<file path="config.mk">
export PLATFORM = sky130hd
export DESIGN_NAME = crypto_ctrl_unit
export DESIGN_NICKNAME = d
export VERILOG_FILES = /design/src/rtl/crypto_ctrl_unit.sv
export SDC_FILE = /design/constraint.sdc
export NUM_CORES = 1
export LEC_CHECK = 0
export ABC_CLOCK_PERIOD_IN_PS = 3900
export BUFFER_PORTS_ARGS = -buffer_cell sky130_fd_sc_hd__buf_2
export CAP_MARGIN = 20
export CORE_ASPECT_RATIO = 1.25
export CORE_UTILIZATION = 41
export CTS_CLUSTER_DIAMETER = 150
export CTS_CLUSTER_SIZE = 8
export DETAILED_ROUTE_END_ITERATION = 7
export GPL_ROUTABILITY_DRIVEN = 0
export PLACE_DENSITY = 0.65
export RECOVER_POWER = 50
export SETUP_SLACK_MARGIN = 0.02
export SLEW_MARGIN = 5
export SYNTH_ARGS = -nofsm -noshare
export SYNTH_HDL_FRONTEND = slang
export SYNTH_SLANG_ARGS = --single-unit
</file>
<file path="constraint.sdc">
create_clock -name clk -period 3.9 [get_ports clk]
set_input_delay 0.195 -clock clk [delete_from_list [all_inputs] [get_ports clk]]
set_output_delay 0.195 -clock clk [all_outputs]
set_load 0.01 [all_outputs]
</file>
<file path="src/rtl/crypto_ctrl_unit.sv">
// Control sequencer for a byte cipher: key loading, mode selection, receive with
// bounded re-reads and drop, and transmit enqueue.
module crypto_ctrl_unit #(
   parameter int KEY_WAIT  = 3,
   parameter int MAX_RETRY = 4
) (
   input  logic       clk,
   input  logic       n_reset,
   input  logic       key_in,
   input  logic       enc_pulse,
   input  logic       dec_pulse,
   input  logic       rx_empty,
   input  logic       rx_full,
   input  logic       tx_empty,
   input  logic       tx_full,
   input  logic       framing_error,
   input  logic       data_done,
   input  logic       accepted,
   input  logic       clr_err,
   output logic       key_read,
   output logic       read_fifo,
   output logic       rcv_deq,
   output logic       fix_error,
   output logic       trans_enq,
   output logic       is_encrypt,
   output logic       is_decrypt,
   output logic       retry_err,
   output logic [5:0] status_bits
);

   typedef enum logic [3:0] {
      S_IDLE, S_GET_KEY, S_KEY_WAIT, S_ENC, S_DEC,
      S_GET_DATA, S_FIX_RX, S_DID_READ, S_ENQ_TX, S_DROP
   } state_t;

   localparam logic [7:0] WAIT_LOAD = 8'(KEY_WAIT - 1);
   localparam logic [3:0] RETRY_MAX = 4'(MAX_RETRY);

   state_t     state, nxt;
   logic [7:0] wait_cnt;
   logic [3:0] retry_cnt;
   logic       key_done, mode_enc, mode_dec, err_sticky;
   logic       drop_deq;

   always_comb begin
      nxt = state;
      case (state)
         S_IDLE: begin
            if (data_done && !tx_full)                      nxt = S_ENQ_TX;
            else if (!rx_empty && !framing_error && key_done) nxt = S_GET_DATA;
            else if (enc_pulse)                             nxt = S_ENC;
            else if (dec_pulse)                             nxt = S_DEC;
            else if (key_in)                                nxt = S_GET_KEY;
         end
         S_GET_KEY:  nxt = S_KEY_WAIT;
         S_KEY_WAIT: if (wait_cnt == 8'd0) nxt = S_IDLE;
         S_GET_DATA: nxt = framing_error ? S_FIX_RX : S_DID_READ;
         S_DID_READ: begin
            if (accepted)                    nxt = S_IDLE;
            else if (retry_cnt < RETRY_MAX)  nxt = S_GET_DATA;
            else                             nxt = S_DROP;
         end
         default:    nxt = S_IDLE;
      endcase
   end

   // Strobes are registered from the next state, so each is high exactly while
   // the FSM sits in its state.
   always_ff @(posedge clk or negedge n_reset) begin
      if (!n_reset) begin
         state      <= S_IDLE;
         wait_cnt   <= '0;
         retry_cnt  <= '0;
         key_done   <= 1'b0;
         mode_enc   <= 1'b0;
         mode_dec   <= 1'b0;
         err_sticky <= 1'b0;
         key_read   <= 1'b0;
         read_fifo  <= 1'b0;
         fix_error  <= 1'b0;
         trans_enq  <= 1'b0;
         is_encrypt <= 1'b0;
         is_decrypt <= 1'b0;
         retry_err  <= 1'b0;
         drop_deq   <= 1'b0;
      end else begin
         state      <= nxt;
         key_read   <= (nxt == S_GET_KEY);
         read_fifo  <= (nxt == S_GET_DATA);
         fix_error  <= (nxt == S_FIX_RX);
         trans_enq  <= (nxt == S_ENQ_TX);
         is_encrypt <= (nxt == S_ENC);
         is_decrypt <= (nxt == S_DEC);
         retry_err  <= (nxt == S_DROP);
         drop_deq   <= (nxt == S_DROP);
         case (state)
            S_IDLE:     if (nxt == S_GET_DATA) retry_cnt <= '0;
            S_GET_KEY: begin
               key_done <= 1'b0;
               wait_cnt <= WAIT_LOAD;
            end
            S_KEY_WAIT: begin
               if (wait_cnt == 8'd0) key_done <= 1'b1;
               else                  wait_cnt <= wait_cnt - 8'd1;
            end
            S_ENC: begin
               mode_enc <= 1'b1;
               mode_dec <= 1'b0;
            end
            S_DEC: begin
               mode_enc <= 1'b0;
               mode_dec <= 1'b1;
            end
            S_FIX_RX:   retry_cnt <= '0;
            S_DID_READ: begin
               if (accepted)                   retry_cnt <= '0;
               else if (retry_cnt < RETRY_MAX) retry_cnt <= retry_cnt + 4'd1;
            end
            default: ;
         endcase
         // A drop outranks a simultaneous clear so the error is never lost.
         if (state == S_DROP) err_sticky <= 1'b1;
         else if (clr_err)    err_sticky <= 1'b0;
      end
   end

   assign rcv_deq     = drop_deq | ((state == S_DID_READ) && accepted);
   assign status_bits = {err_sticky, key_done, mode_enc, mode_dec, !tx_empty, rx_full};

endmodule

</file>
==> results by group <==
Final layout
  • Biggest register: wait_cnt
  • Area Overhead vs Synth: 10.73%
  • Layout cell share with drive strength beyond 1: 21.29%
  • NumNets Final: about 170
  • Largest regs: wait_cnt: 8 flops, retry_cnt: 4 flops, state: 4 flops
  • Largest register FFs: 8
  • Fin util: between 40% and 50%
  • ANT cells: 0
  • Post-route cell area: roughly 1500 µm²

Setup path
  • Worst setup path class: reg -> reg
  • CP endpoint kind: flop
  • Worst EP arrival: roughly 2.4 ns
  • Worst-path fanout max: 9
  • Crit start category: flop
  • Worst EP required: 4.13 ns

Timing
  • Worst Tran Pin Value: 1.452 ns
  • Worst rel slew slack: under 10%
  • Fmax: roughly 470 MHz
  • Final setup fails: 0
  • Worst setup margin: between 1.5 and 2 ns
  • RSZ-0062 raised after global routing: no
  • Max Slew Vio Count: 0
  • Final worst path period share: about 54%
  • Max Clock Skew: between 0.003 and 0.004 ns
  • Final min period: 2.120 ns
  • Setup TNS: 0 ns
  • Final Hold Viols: 0

Placed design
  • Post-place instance area: roughly 1500 µm²
  • Post-Place Worst Slack: roughly 1.8 ns
  • Detail Placement HPWL: 2097 µm
  • Port bufs: 24

Logic synthesis
  • Synth Instances: 134
  • Synthesized area: roughly 1400 µm²
  • Post-synth cell types: 40
  • Top-area cell type share of the netlist area: roughly 50%
  • FF+latch count, synth: 27
  • Most frequent cell after synthesis: dfrtp_1
  • Synth top cells by count: 27 x dfrtp_1, 19 x nor2_1, 10 x nand2_1, 8 x inv_1
  • Seq/Total Area, Yosys: between 40% and 50%
  • Total number of yosys warnings: 0
  • Synth top area cells: dfrtp_1 50%, nor2_1 5.3%, buf_4 2.8%
  • Leading area contributor after synthesis: dfrtp_1
  • Syn avg cell area: 10.09 µm²
  • Top_reg_cell synth: dfrtp_1
  • Fraction of registers with async set/reset: 100.0%
  • Syn_nets: roughly 150
  • Post-synth EDFFs: 0

Drt
  • WL per Instance: approximately 14 µm
  • Router iterations before antenna repair: 4
  • Remaining antenna violation count: 0
  • Routed vias: about 1000
  • DR iter-0 viols: 20
  • Vias per cell: 5.309
  • DRC viols: 0
  • Post-Route WL: 2735 µm

GRT
  • Largest net degree at the start of global routing: 28
  • GRT Residual Overflow: 0
  • GRT Total Usage: between 10% and 20%
  • First-pass GRT wire length: about 4600 µm
  • Initial antenna violation count: 0
  • Number of global-route vias before repair: 1042

Floorplanning
  • Die X: 53.37 µm
  • Die area: approximately 3500 µm²
  • Initial Util: around 45%
  • Rows: 22
  • CORE AREA: around 3000 µm²
  • Die Y-Extent: around 66 µm
  • Ports: 27

Power
  • Cell Pwr Density: roughly 700 nW/µm²
  • Worst-case vdd ir drop: roughly 0.00046 V
  • Overall Power: 0.001049 W
  • Leak pwr: between 0.7 and 0.8 nW

CTS
  • CTS Sinks: 27
  • Root buf cell: clkbuf_4
  • Clock Latency Late Sink: around 0.32 ns
  • CTS tree: yes
  • H-tree Lvls: 1
  • Post-CTS repair timing setup buffer count: 0
  • Maximum root-to-sink buffer count: 2
  • Num CTS Buffers: 3
  • Clock transition at the registers of the reported paths: ~0.15 ns

Worst hold path
  • Hold/Removal Path Class: in -> reg

Outcome
  • Status: completed

Flow run
  • Max-Cap Viols: 0
cell families after synthesis:
logic type / share of synthesized area [%]
AO/OA/AOI/OAI: 13.69
XOR/XNOR: 3.885
adder cells (fa/ha/maj): 1.850
buffers and inverters: 6.290
flip-flops: 49.95
multiplexers: 1.110
AND/OR/NAND/NOR: 23.22
area by class of cell:
type	instances	area (µm²)
multi-input cells	90	591.8
clock inverters	1	7.507
fillers	311	1530
clock buffers	3	22.52
flip-flops and latches	27	675.6
well taps	36	45.04
inverters	9	33.78
repair buffers	25	121.4
cell usage in the layout (no fill, tap or decap), drive strengths merged, types with 2 or more instances in the layout:
| master | instances |
|---|---|
| inv | 9 |
| o21ai | 6 |
| a21oi | 6 |
| xor2 | 4 |
| nand2b | 5 |
| nor4 | 4 |
| buf | 17 |
| or2 | 2 |
| and3 | 2 |
| a22o | 2 |
| nor3 | 6 |
| or3 | 3 |
| xnor2 | 2 |
| nor2 | 20 |
| ha | 2 |
| clkbuf | 10 |
| nand2 | 10 |
| dfrtp | 27 |
| and2 | 2 |
per-layer routing:
layer	global-route usage (%)	routed length, µm
met2	29.84	1400
met4	7.566	36
met1	22.81	1242
met5	0	0
met3	2.759	54
power by group:
part           switching, W  internal (W)  total [W]
logic              0.000260      0.000193   0.000454
registers          0.000106      0.000366   0.000472
clock network     0.0000845     0.0000392   0.000124
total              0.000451      0.000598    0.00105
metrics by stage:
stage                     hold slack, ns  instances
after floorplan                  -0.1006        134
after detailed placement          0.2398        186
after global placement            0.2337        186
after CTS                        0.02485        191
final                            0.02777        191
after global routing             0.02851        191
final timing paths:
check                                      from                        to  slack, ns  cells after the start
hold / removal                          clr_err    err_sticky$_DFFE_PN0P_       0.03                      2
setup reg to reg             state[3]$_DFF_PN0_  retry_cnt[0]$_DFFE_PN0P_       1.78                      6
min in group asynchronous               n_reset    err_sticky$_DFFE_PN0P_       0.72                      2
setup / recovery             state[3]$_DFF_PN0_  retry_cnt[0]$_DFFE_PN0P_       1.78                      6
max in group asynchronous               n_reset   wait_cnt[3]$_DFFE_PN0P_       2.34                      2
hold reg to reg            mode_dec$_DFFE_PN0P_      mode_dec$_DFFE_PN0P_       0.52                      2
critical path, stage by stage, from the launching register on:
cell and delay (ns):
dfrtp_1 0.52, nand2b_1 0.27, or3_1 0.44, nor3_2 0.23, a311o_2 0.22, a21oi_2 0.09
mux2_4 0.26
repair_timing:
| item | CTS | global route |
|---|---|---|
| hold buffers | 1 | 0 |
| endpoints found under the hold margin | 27 | 0 |
| gates resized for setup | 0 | 0 |
(Power assumes the default switching activity.)
